### config.mk
export PLATFORM = sky130hd
export DESIGN_NAME = fetch_queue
export DESIGN_NICKNAME = d
export VERILOG_FILES = /design/src/rtl/fetch_queue.sv
export SDC_FILE = /design/constraint.sdc
export NUM_CORES = 1
export LEC_CHECK = 0
export ABC_AREA = 1
export ABC_CLOCK_PERIOD_IN_PS = 5830
export CAP_MARGIN = 20
export CORE_ASPECT_RATIO = 0.6
export CORE_MARGIN = 5
export CORE_UTILIZATION = 45
export DETAILED_ROUTE_END_ITERATION = 7
export PLACE_DENSITY = 0.67
export SYNTH_ARGS = -nofsm -noshare
export SYNTH_HDL_FRONTEND = slang
export SYNTH_SLANG_ARGS = --single-unit
### constraint.sdc
create_clock -name clock_i -period 5.83 [get_ports clock_i]
set_clock_uncertainty 0.1 [all_clocks]
set_input_delay 1.4575 -clock clock_i [delete_from_list [all_inputs] [get_ports clock_i]]
set_output_delay 1.4575 -clock clock_i [all_outputs]
set_load 0.01 [all_outputs]
### src/rtl/fetch_queue.sv
// Fetch-to-decode packet queue: buffers 64-bit fetch packets with PC and predictions,
// presents the head as up to two instructions and supports consuming only slot 0.
module fetch_queue #(
  parameter int DEPTH = 4,
  parameter int PC_W  = 32
) (
  input  logic                     clock_i,
  input  logic                     resetn_i,
  input  logic                     flush_i,
  input  logic                     enq_valid_i,
  output logic                     enq_ready_o,
  input  logic [63:0]              enq_data_i,
  input  logic [PC_W-1:0]          enq_pc_i,
  input  logic                     enq_pred_0_i,
  input  logic                     enq_pred_1_i,
  input  logic [PC_W-1:0]          enq_pred_tgt_0_i,
  input  logic [PC_W-1:0]          enq_pred_tgt_1_i,
  output logic                     deq_valid_o,
  output logic                     deq_slot1_valid_o,
  output logic [31:0]              deq_inst0_o,
  output logic [31:0]              deq_inst1_o,
  output logic [PC_W-1:0]          deq_pc_o,
  output logic                     deq_pred_0_o,
  output logic                     deq_pred_1_o,
  output logic [PC_W-1:0]          deq_pred_tgt_0_o,
  output logic [PC_W-1:0]          deq_pred_tgt_1_o,
  input  logic [1:0]               deq_take_i,
  output logic [$clog2(DEPTH):0]   count_o
);

  localparam int AW = $clog2(DEPTH);
  localparam logic [AW:0] FULL_CNT = (AW+1)'(DEPTH);

  logic [63:0]     data_q    [DEPTH];
  logic [PC_W-1:0] pc_q      [DEPTH];
  logic [PC_W-1:0] tgt0_q    [DEPTH];
  logic [PC_W-1:0] tgt1_q    [DEPTH];
  logic            pred0_q   [DEPTH];
  logic            pred1_q   [DEPTH];
  logic [DEPTH-1:0] s1v_q;
  logic [DEPTH-1:0] ent_half_q;

  logic [AW-1:0] head_q, tail_q;
  logic [AW:0]   count_q;
  logic          half_q;

  logic head_valid, head_half, head_s1v;
  logic do_enq, do_pop, do_half;

  assign head_valid = (count_q != '0);
  // half_q tracks a partial take; the stored bit covers packets that enter at pc+4
  assign head_half  = half_q | ent_half_q[head_q];
  assign head_s1v   = s1v_q[head_q] & ~head_half;

  assign enq_ready_o = (count_q != FULL_CNT);
  assign count_o     = count_q;

  always_comb begin
    do_enq  = enq_valid_i & enq_ready_o & ~flush_i;
    do_pop  = 1'b0;
    do_half = 1'b0;
    if (head_valid && !flush_i && deq_take_i != 2'd0) begin
      if (head_s1v && deq_take_i == 2'd1) do_half = 1'b1;
      else                                do_pop  = 1'b1;
    end
  end

  always_ff @(posedge clock_i) begin
    if (do_enq) begin
      data_q[tail_q] <= enq_data_i;
      pc_q[tail_q]   <= enq_pc_i;
      tgt0_q[tail_q] <= enq_pred_tgt_0_i;
      tgt1_q[tail_q] <= enq_pred_tgt_1_i;
      pred0_q[tail_q] <= enq_pred_0_i;
      pred1_q[tail_q] <= enq_pred_1_i;
    end
  end

  always_ff @(posedge clock_i or negedge resetn_i) begin
    if (!resetn_i) begin
      head_q     <= '0;
      tail_q     <= '0;
      count_q    <= '0;
      half_q     <= 1'b0;
      s1v_q      <= '0;
      ent_half_q <= '0;
    end else if (flush_i) begin
      head_q  <= '0;
      tail_q  <= '0;
      count_q <= '0;
      half_q  <= 1'b0;
    end else begin
      if (do_enq) begin
        s1v_q[tail_q]      <= ~enq_pred_0_i;
        ent_half_q[tail_q] <= enq_pc_i[2];
        tail_q             <= tail_q + AW'(1);
      end
      if (do_pop) begin
        head_q <= head_q + AW'(1);
        half_q <= 1'b0;
      end else if (do_half) begin
        half_q <= 1'b1;
      end
      case ({do_enq, do_pop})
        2'b10:   count_q <= count_q + (AW+1)'(1);
        2'b01:   count_q <= count_q - (AW+1)'(1);
        default: count_q <= count_q;
      endcase
    end
  end

  always_comb begin
    deq_valid_o       = head_valid;
    deq_slot1_valid_o = 1'b0;
    deq_inst0_o       = '0;
    deq_inst1_o       = '0;
    deq_pc_o          = '0;
    deq_pred_0_o      = 1'b0;
    deq_pred_1_o      = 1'b0;
    deq_pred_tgt_0_o  = '0;
    deq_pred_tgt_1_o  = '0;
    if (head_valid) begin
      if (head_half) begin
        deq_inst0_o      = data_q[head_q][63:32];
        deq_pc_o         = pc_q[head_q] | PC_W'(4);
        deq_pred_0_o     = pred1_q[head_q];
        deq_pred_tgt_0_o = tgt1_q[head_q];
      end else begin
        deq_slot1_valid_o = s1v_q[head_q];
        deq_inst0_o       = data_q[head_q][31:0];
        deq_inst1_o       = data_q[head_q][63:32];
        deq_pc_o          = pc_q[head_q];
        deq_pred_0_o      = pred0_q[head_q];
        deq_pred_1_o      = pred1_q[head_q];
        deq_pred_tgt_0_o  = tgt0_q[head_q];
        deq_pred_tgt_1_o  = tgt1_q[head_q];
      end
    end
  end

endmodule

==> flow_metrics.tcl, run 1 <==
set metrics [dict create \
    status "complete, no violations" \
    io_pins 336 \
    avgSynthCellArea_sq_um 12.4 \
    max_stage_delay_ns 0.66 \
    arrival_ns 3.93 \
    synth.top_cells.by_count "648 x edfxtp_1, 397 x nor2_1, 313 x nand2_1" \
    grt_max_degree 195 \
    post-route-drc-count 0 \
    critical_path_depth 7 \
    worstReg2RegStart "head_q[0]" \
    worstSetupPathType "reg2out" \
    ys_seq_area_share_pct 74.7 \
    drt.antenna.violating_nets 0 \
    yosysWarnings 0 \
    cp-start-kind "flop" \
    fin_ws_ns 0.344 \
    firstDrtPassIters 5 \
    drive_gt1_share_pct 5.27 \
    p_per_area_nw_per_um2 453 \
    coreArea_sq_um 58900 \
    syn2layout_area_growth_pct 21.9 \
    dieArea_sq_um 64200 \
    r2r-end "count_o[2]" \
    slowest_stage "clkdlybuf4s50_1" \
    crit_required_ns 4.27 \
    post_cts_buffers 0 \
    drt_wl_total_um 68700 \
    reg2reg_depth 15 \
    setup_viol 0 \
    period_share_pct 94.1 \
    syn_nets 2310 \
    final-hold-violation-count 0 \
    dp_hpwl_um 39000 \
    period_needed_ns 5.49 \
    path_buf_inv 3 \
    slew-limit-headroom_pct 33.9 \
    vias 17600 \
    endpoint_kind "primary output" \
    cts_tree "built" \
    drv_cap 0 \
    synth_edf_count 648 \
    synth_cells 2137 \
    async_flop_share_pct 2.41 \
    tightestPinTransition_ns 0.991 \
    cp_cell_sequence "inv_8 > buf_12 > o211ai_1 > nand2_1 > o21ai_1 > a31oi_1 > clkdlybuf4s50_1" \
    grt_pass1_vias 17100 \
    yosysMostFrequentCell "edfxtp_1" \
    cts.sinks 664 \
    whs_endpoint "ent_half_q[3]" \
    rsz0062_at_grt "false" \
    floorplan.die.width_um 324 \
    num-fill-cells 4784 \
    fmax_mhz 182 \
    clkTransAtPathRegs_ns 0.07 \
    cts_resized 0 \
    fp.dieH_um 198 \
    track_usage_pct 20.8 \
    overflow 0 \
    cts.htree.levels 2 \
    post-synth-top-area-fraction_pct 73.2 \
    synth.largest_area_cell "edfxtp_1" \
    grt_first_pass_wirelength_um 103000 \
    initial_core_util_pct 45.2 \
    wl_per_cell_um 21.1 \
    drtIter0Drc 1827 \
    ff2ff_setup_slack_ns 2.07 \
    whs_ns 0.389 \
    ys_dominant_reg_cell "edfxtp_1" \
    viasPerCell 5.42 \
    min_from "ent_half_q[3]" \
    clkLatencyLatePin_ns 0.61 \
    min_path_type "reg2reg" \
    drv_slew 0 \
    finalSetupTns_ns 0 \
    io_buffer_count 335 \
    cp_top_family "buffers and inverters" \
    irDropWorstVdd_mv 0.314 \
    syn-cell-area_sq_um 26600 \
    antenna_found_initial 8 \
    synth_cell_types 29 \
    ys_ff_latch 664 \
    synth_area_leaders "edfxtp_1 73%, nor2_1 5.6%, o21ai_0 4.4%, nand2_1 4.4%, nand3_1 1.9%" \
    p_leak_nw 11.3 \
    finalNonFillerCells 3256 \
    cts.path.max_buffers 3 \
    post-place-cells 3140 \
    cts_root_buf "clkbuf_16" \
    postCtsHoldBufs 0 \
    hold_depth 2 \
    crit_fanout 194 \
    numCtsBuffers 60 \
    gp_congestion 0.793 \
    nets 2594 \
    placementRows 69 \
    preCtsSetupSlack_ns 0.916 \
]
worst min-delay path, delay by kind of cell (launching register included):
family,cells,cell delay (ns)
AO/OA/AOI/OAI,1,0.06
flip-flops,1,0.35
AND/OR/NAND/NOR,1,0.05
worst max-delay path by stage:
stage / slack (ns) / to / start
2_1_floorplan: 0.16 / data_q[0][0] / flush_i
3_3_place_gp: 0.97 / deq_inst0_o[30] / head_q[0]
3_5_place_dp: 0.92 / deq_inst0_o[30] / head_q[0]
4_1_cts: 0.23 / deq_inst0_o[30] / head_q[0]
5_1_grt: 0.11 / deq_inst0_o[30] / head_q[0]
6_report: 0.34 / deq_pred_0_o / head_q[0]
cell type report:
cell class	instances	area (sq um)	share of cell area [%]
antenna	7	17.5	0.0540
clock buffer	76	1580	4.88
clock inverter	33	241	0.745
inverter	54	245	0.756
multi-input combinational	1277	5820	17.9
sequential	664	19900	61.3
tap	781	977	3.01
timing repair buffer	364	3670	11.3
placed cells by master (no fill, tap or decap), types with 8 or more instances in the layout:
master and n:
a31oi_1 34, clkinv_2 12, nand3_1 102, a21oi_1 100, edfxtp_1 648, inv_1 45
nor2_1 397, clkinv_1 13, buf_4 20, o221ai_1 31, nand2_1 313, dfrtp_1 14
clkbuf_1 15, buf_12 8, clkbuf_16 61, a22oi_1 31, o21ai_1 10, o21ai_0 236
clkdlybuf4s50_1 335
stage by stage:
stage                     utilization (%)  area, sq um  power (mW)
after global routing                 55.1        32400        15.5
after CTS                            55.0        32400        14.8
after global placement               51.9        30600        11.0
after detailed placement             51.9        30600        11.1
after floorplan                         -        26600        8.42
final                                55.1        32400        14.7
state kept, by name (all words and copies together), names as in the netlist:
name        count
data_q        256
pc_q          128
tgt0_q        128
tgt1_q        128
ent_half_q      4
pred0_q         4
pred1_q         4
s1v_q           4
count_o         3
head_q          2
tail_q          2
half_q          1
layer usage:
layer	share of wire, %	up-vias	track usage, %
met5	0.066	-	0
met4	1.6	8	4.91
met3	7.3	84	4.58
met2	47	586	32.5
met1	44	8719	30.2
li1	-	8244	-
where the power goes:
part / leakage (nW) / switching, mW / internal [mW]
clock network: 0.897 / 1.70 / 2.05
registers: 6.09 / 0.0822 / 5.53
logic: 4.28 / 3.18 / 2.15
total: 11.3 / 4.96 / 9.73
cells by family (layout without fill, tap and decap cells):
| kind of cell | count (synthesis) | in the layout | synth area share (%) |
|---|---|---|---|
| flops | 664 | 664 | 74.7 |
| simple gates | 825 | 825 | 12.3 |
| xor+xnor | 1 | 1 | 0.0329 |
| other cells | 0 | 7 | 0 |
| buf+inv | 196 | 527 | 3.47 |
| compound gates | 446 | 446 | 9.31 |
| fa+ha+maj | 5 | 5 | 0.263 |
No activity file was read; power rests on OpenSTA's default activity.
==> run 2, diff against run 1 <==
--- a/config.mk
+++ b/config.mk
@@ -9,10 +9,10 @@
 export ABC_CLOCK_PERIOD_IN_PS = 5830
 export CAP_MARGIN = 20
 export CORE_ASPECT_RATIO = 0.6
-export CORE_MARGIN = 5
-export CORE_UTILIZATION = 45
+export CORE_MARGIN = 8
+export CORE_UTILIZATION = 34
 export DETAILED_ROUTE_END_ITERATION = 7
-export PLACE_DENSITY = 0.67
+export PLACE_DENSITY = 0.53
 export SYNTH_ARGS = -nofsm -noshare
 export SYNTH_HDL_FRONTEND = slang
 export SYNTH_SLANG_ARGS = --single-unit
==> run 2 against run 1 <==
Utilization is 12 points lower. Maximum frequency increased by 0.25%. Final cell count rose by 8.4%. Clock power up 11%. Sequential power is essentially flat. Global-route usage fell by 4.7 points. Hold slack worse by 0.0017 ns. Via count decreased by 1.5%. Cell area increased by 1.9%. Wire length increased by 6.4%. Die area increased by 37%. Critical path type unchanged.
==> flow_metrics.tcl, run 2 (synthesis results as in run 1) <==
set metrics [dict create \
    status "complete, no violations" \
    grt_first_pass_wirelength_um 109000 \
    slew-limit-headroom_pct 33.6 \
    swShare_pct 33.4 \
    fp.dieH_um 233 \
    cts_tree "built" \
    fmax_mhz 183 \
    power.share.clock_pct 27.4 \
    multi_input_area_sq_um 5820 \
    track_usage_pct 16.1 \
    routedLengthMet1_um 33200 \
    viasPerCell 4.92 \
    drv_slew 0 \
    drive_gt1_share_pct 5.45 \
    coreArea_sq_um 77500 \
    final_util_pct 42.7 \
    initial_core_util_pct 34.3 \
    antenna_found_initial 9 \
    ff2ff_setup_slack_ns 2.50 \
    crit_fanout 65 \
    combPwrFrac_pct 35.5 \
    vias 17400 \
    dieArea_sq_um 87700 \
    most-common-layout-cells "648 x edfxtp_1, 397 x nor2_1, 335 x clkdlybuf4s50_1" \
    regMostFlops "data_q" \
    period_share_pct 93.9 \
    largest_reg_flops 256 \
    irDropWorstVdd_mv 0.278 \
    post-route-drc-count 0 \
    endpoint_kind "primary output" \
    gp_congestion 0.755 \
    tightestPinTransition_ns 0.996 \
    fin_ws_ns 0.358 \
    clkLatencyLatePin_ns 0.60 \
    max_stage_delay_ns 0.77 \
    numCtsBuffers 67 \
    layout_commonest_cell "edfxtp_1" \
    route.top_layer_used "met5" \
    num-fill-cells 7173 \
    cts.path.max_buffers 3 \
    post_cts_buffers 0 \
    grt_max_degree 201 \
    period_needed_ns 5.47 \
    wl_per_cell_um 20.7 \
    wl_met3_um 4850 \
    grt_pass1_vias 17400 \
    worstSetupPathType "reg2out" \
    overflow 0 \
    regArea_sq_um 19900 \
    drt_wl_total_um 73000 \
    path_buf_inv 2 \
    p_sw_mw 5.07 \
    p_per_area_nw_per_um2 459 \
    met2_length_um 33600 \
    finalSetupTns_ns 0 \
    crit_required_ns 4.27 \
    cts_root_buf "clkbuf_16" \
    firstDrtPassIters 5 \
    setup_viol 0 \
    cts.sinks 664 \
    arrival_ns 3.91 \
    drt.antenna.violating_nets 0 \
    cts.htree.levels 3 \
    dp_hpwl_um 42400 \
    final-hold-violation-count 0 \
    p_leak_nw 11.4 \
    io_buffer_count 335 \
    clkTransAtPathRegs_ns 0.06 \
    p_seq_share_pct 37.1 \
    rsz0062_at_grt "false" \
    nets 2598 \
    floorplan.die.width_um 377 \
    drv_cap 0 \
    postCtsHoldBufs 0 \
    power.internal_mw 10.1 \
    syn2layout_area_growth_pct 24.3 \
    preCtsSetupSlack_ns 0.991 \
    cp_cell_sequence "buf_4 > a21oi_1 > a22oi_1 > o21ai_0 > a31oi_1 > clkdlybuf4s50_1" \
    slowest_stage "buf_4" \
    min_path_type "reg2reg" \
    cts_resized 0 \
    drtIter0Drc 1247 \
    io_pins 336 \
    placementRows 79 \
    cp_top_family "buffers and inverters" \
    cp-start-kind "flop" \
]
run 2: changes by cell type in the layout (fill, tap and decap cells not counted), moves of 2 or more:
cell	change
clkbuf_16	+10
buf_4	-7
diode_2	-6
buf_12	+5
clkinv_1	+5
inv_8	-4
clkinv_2	-3
clkinvlp_4	+3
inv_6	+3
clkinv_4	-2
run 2: power by group through the flow:
| stage | registers [mW] | clock network [mW] | logic (mW) |
|---|---|---|---|
| 6_report | 5.62 | 4.15 | 5.39 |
| 5_1_grt | 5.64 | 4.47 | 5.91 |
| 4_1_cts | 5.62 | 4.28 | 5.51 |
| 3_5_place_dp | 5.72 | 0 | 5.48 |
| 3_3_place_gp | 5.71 | 0 | 5.47 |
| 2_1_floorplan | 5.73 | 0 | 2.69 |
run 2: layout make-up:
class,count,area share [%]
antenna,1,0.00757
clock inverter,36,0.821
timing repair buffer,361,11.2
clock buffer,85,5.53
tap,1053,3.99
multi-input combinational,1277,17.6
inverter,54,0.712
sequential,664,60.1
run 2: final timing paths:
kind	startpoint	end	cells past startpoint
worst max-delay path	head_q[1]	deq_inst0_o[0]	6
worst min-delay path	ent_half_q[0]	ent_half_q[0]	2
worst max register to register	head_q[1]	count_o[2]	14
worst min register to register	ent_half_q[0]	ent_half_q[0]	2
max in group asynchronous	resetn_i	head_q[1]	1
min in group asynchronous	resetn_i	tail_q[1]	1
run 2: routing by layer:
layer,track usage [%],vias up
li1,-,8223
met1,22.0,8590
met2,25.8,452
met3,4.30,93
met4,3.60,10
met5,0,-
run 2: stage by stage:
| stage | total power, mW | instance area [sq um] | cells | hold slack [ns] |
|---|---|---|---|---|
| finish | 15.2 | 33100 | 3531 | 0.388 |
| global route | 16.0 | 33100 | 3531 | 0.428 |
| CTS | 15.4 | 33100 | 3530 | 0.389 |
| detailed placement | 11.2 | 30900 | 3409 | 0.373 |
| global placement | 11.2 | 30900 | 3409 | 0.368 |
| floorplan | 8.42 | 26600 | 2137 | 0.353 |
run 2: tightest hold or removal path: stages, from the launching register on:
cell     delay [ns]
dfrtp_1        0.34
nand2_1        0.05
o21ai_0        0.06
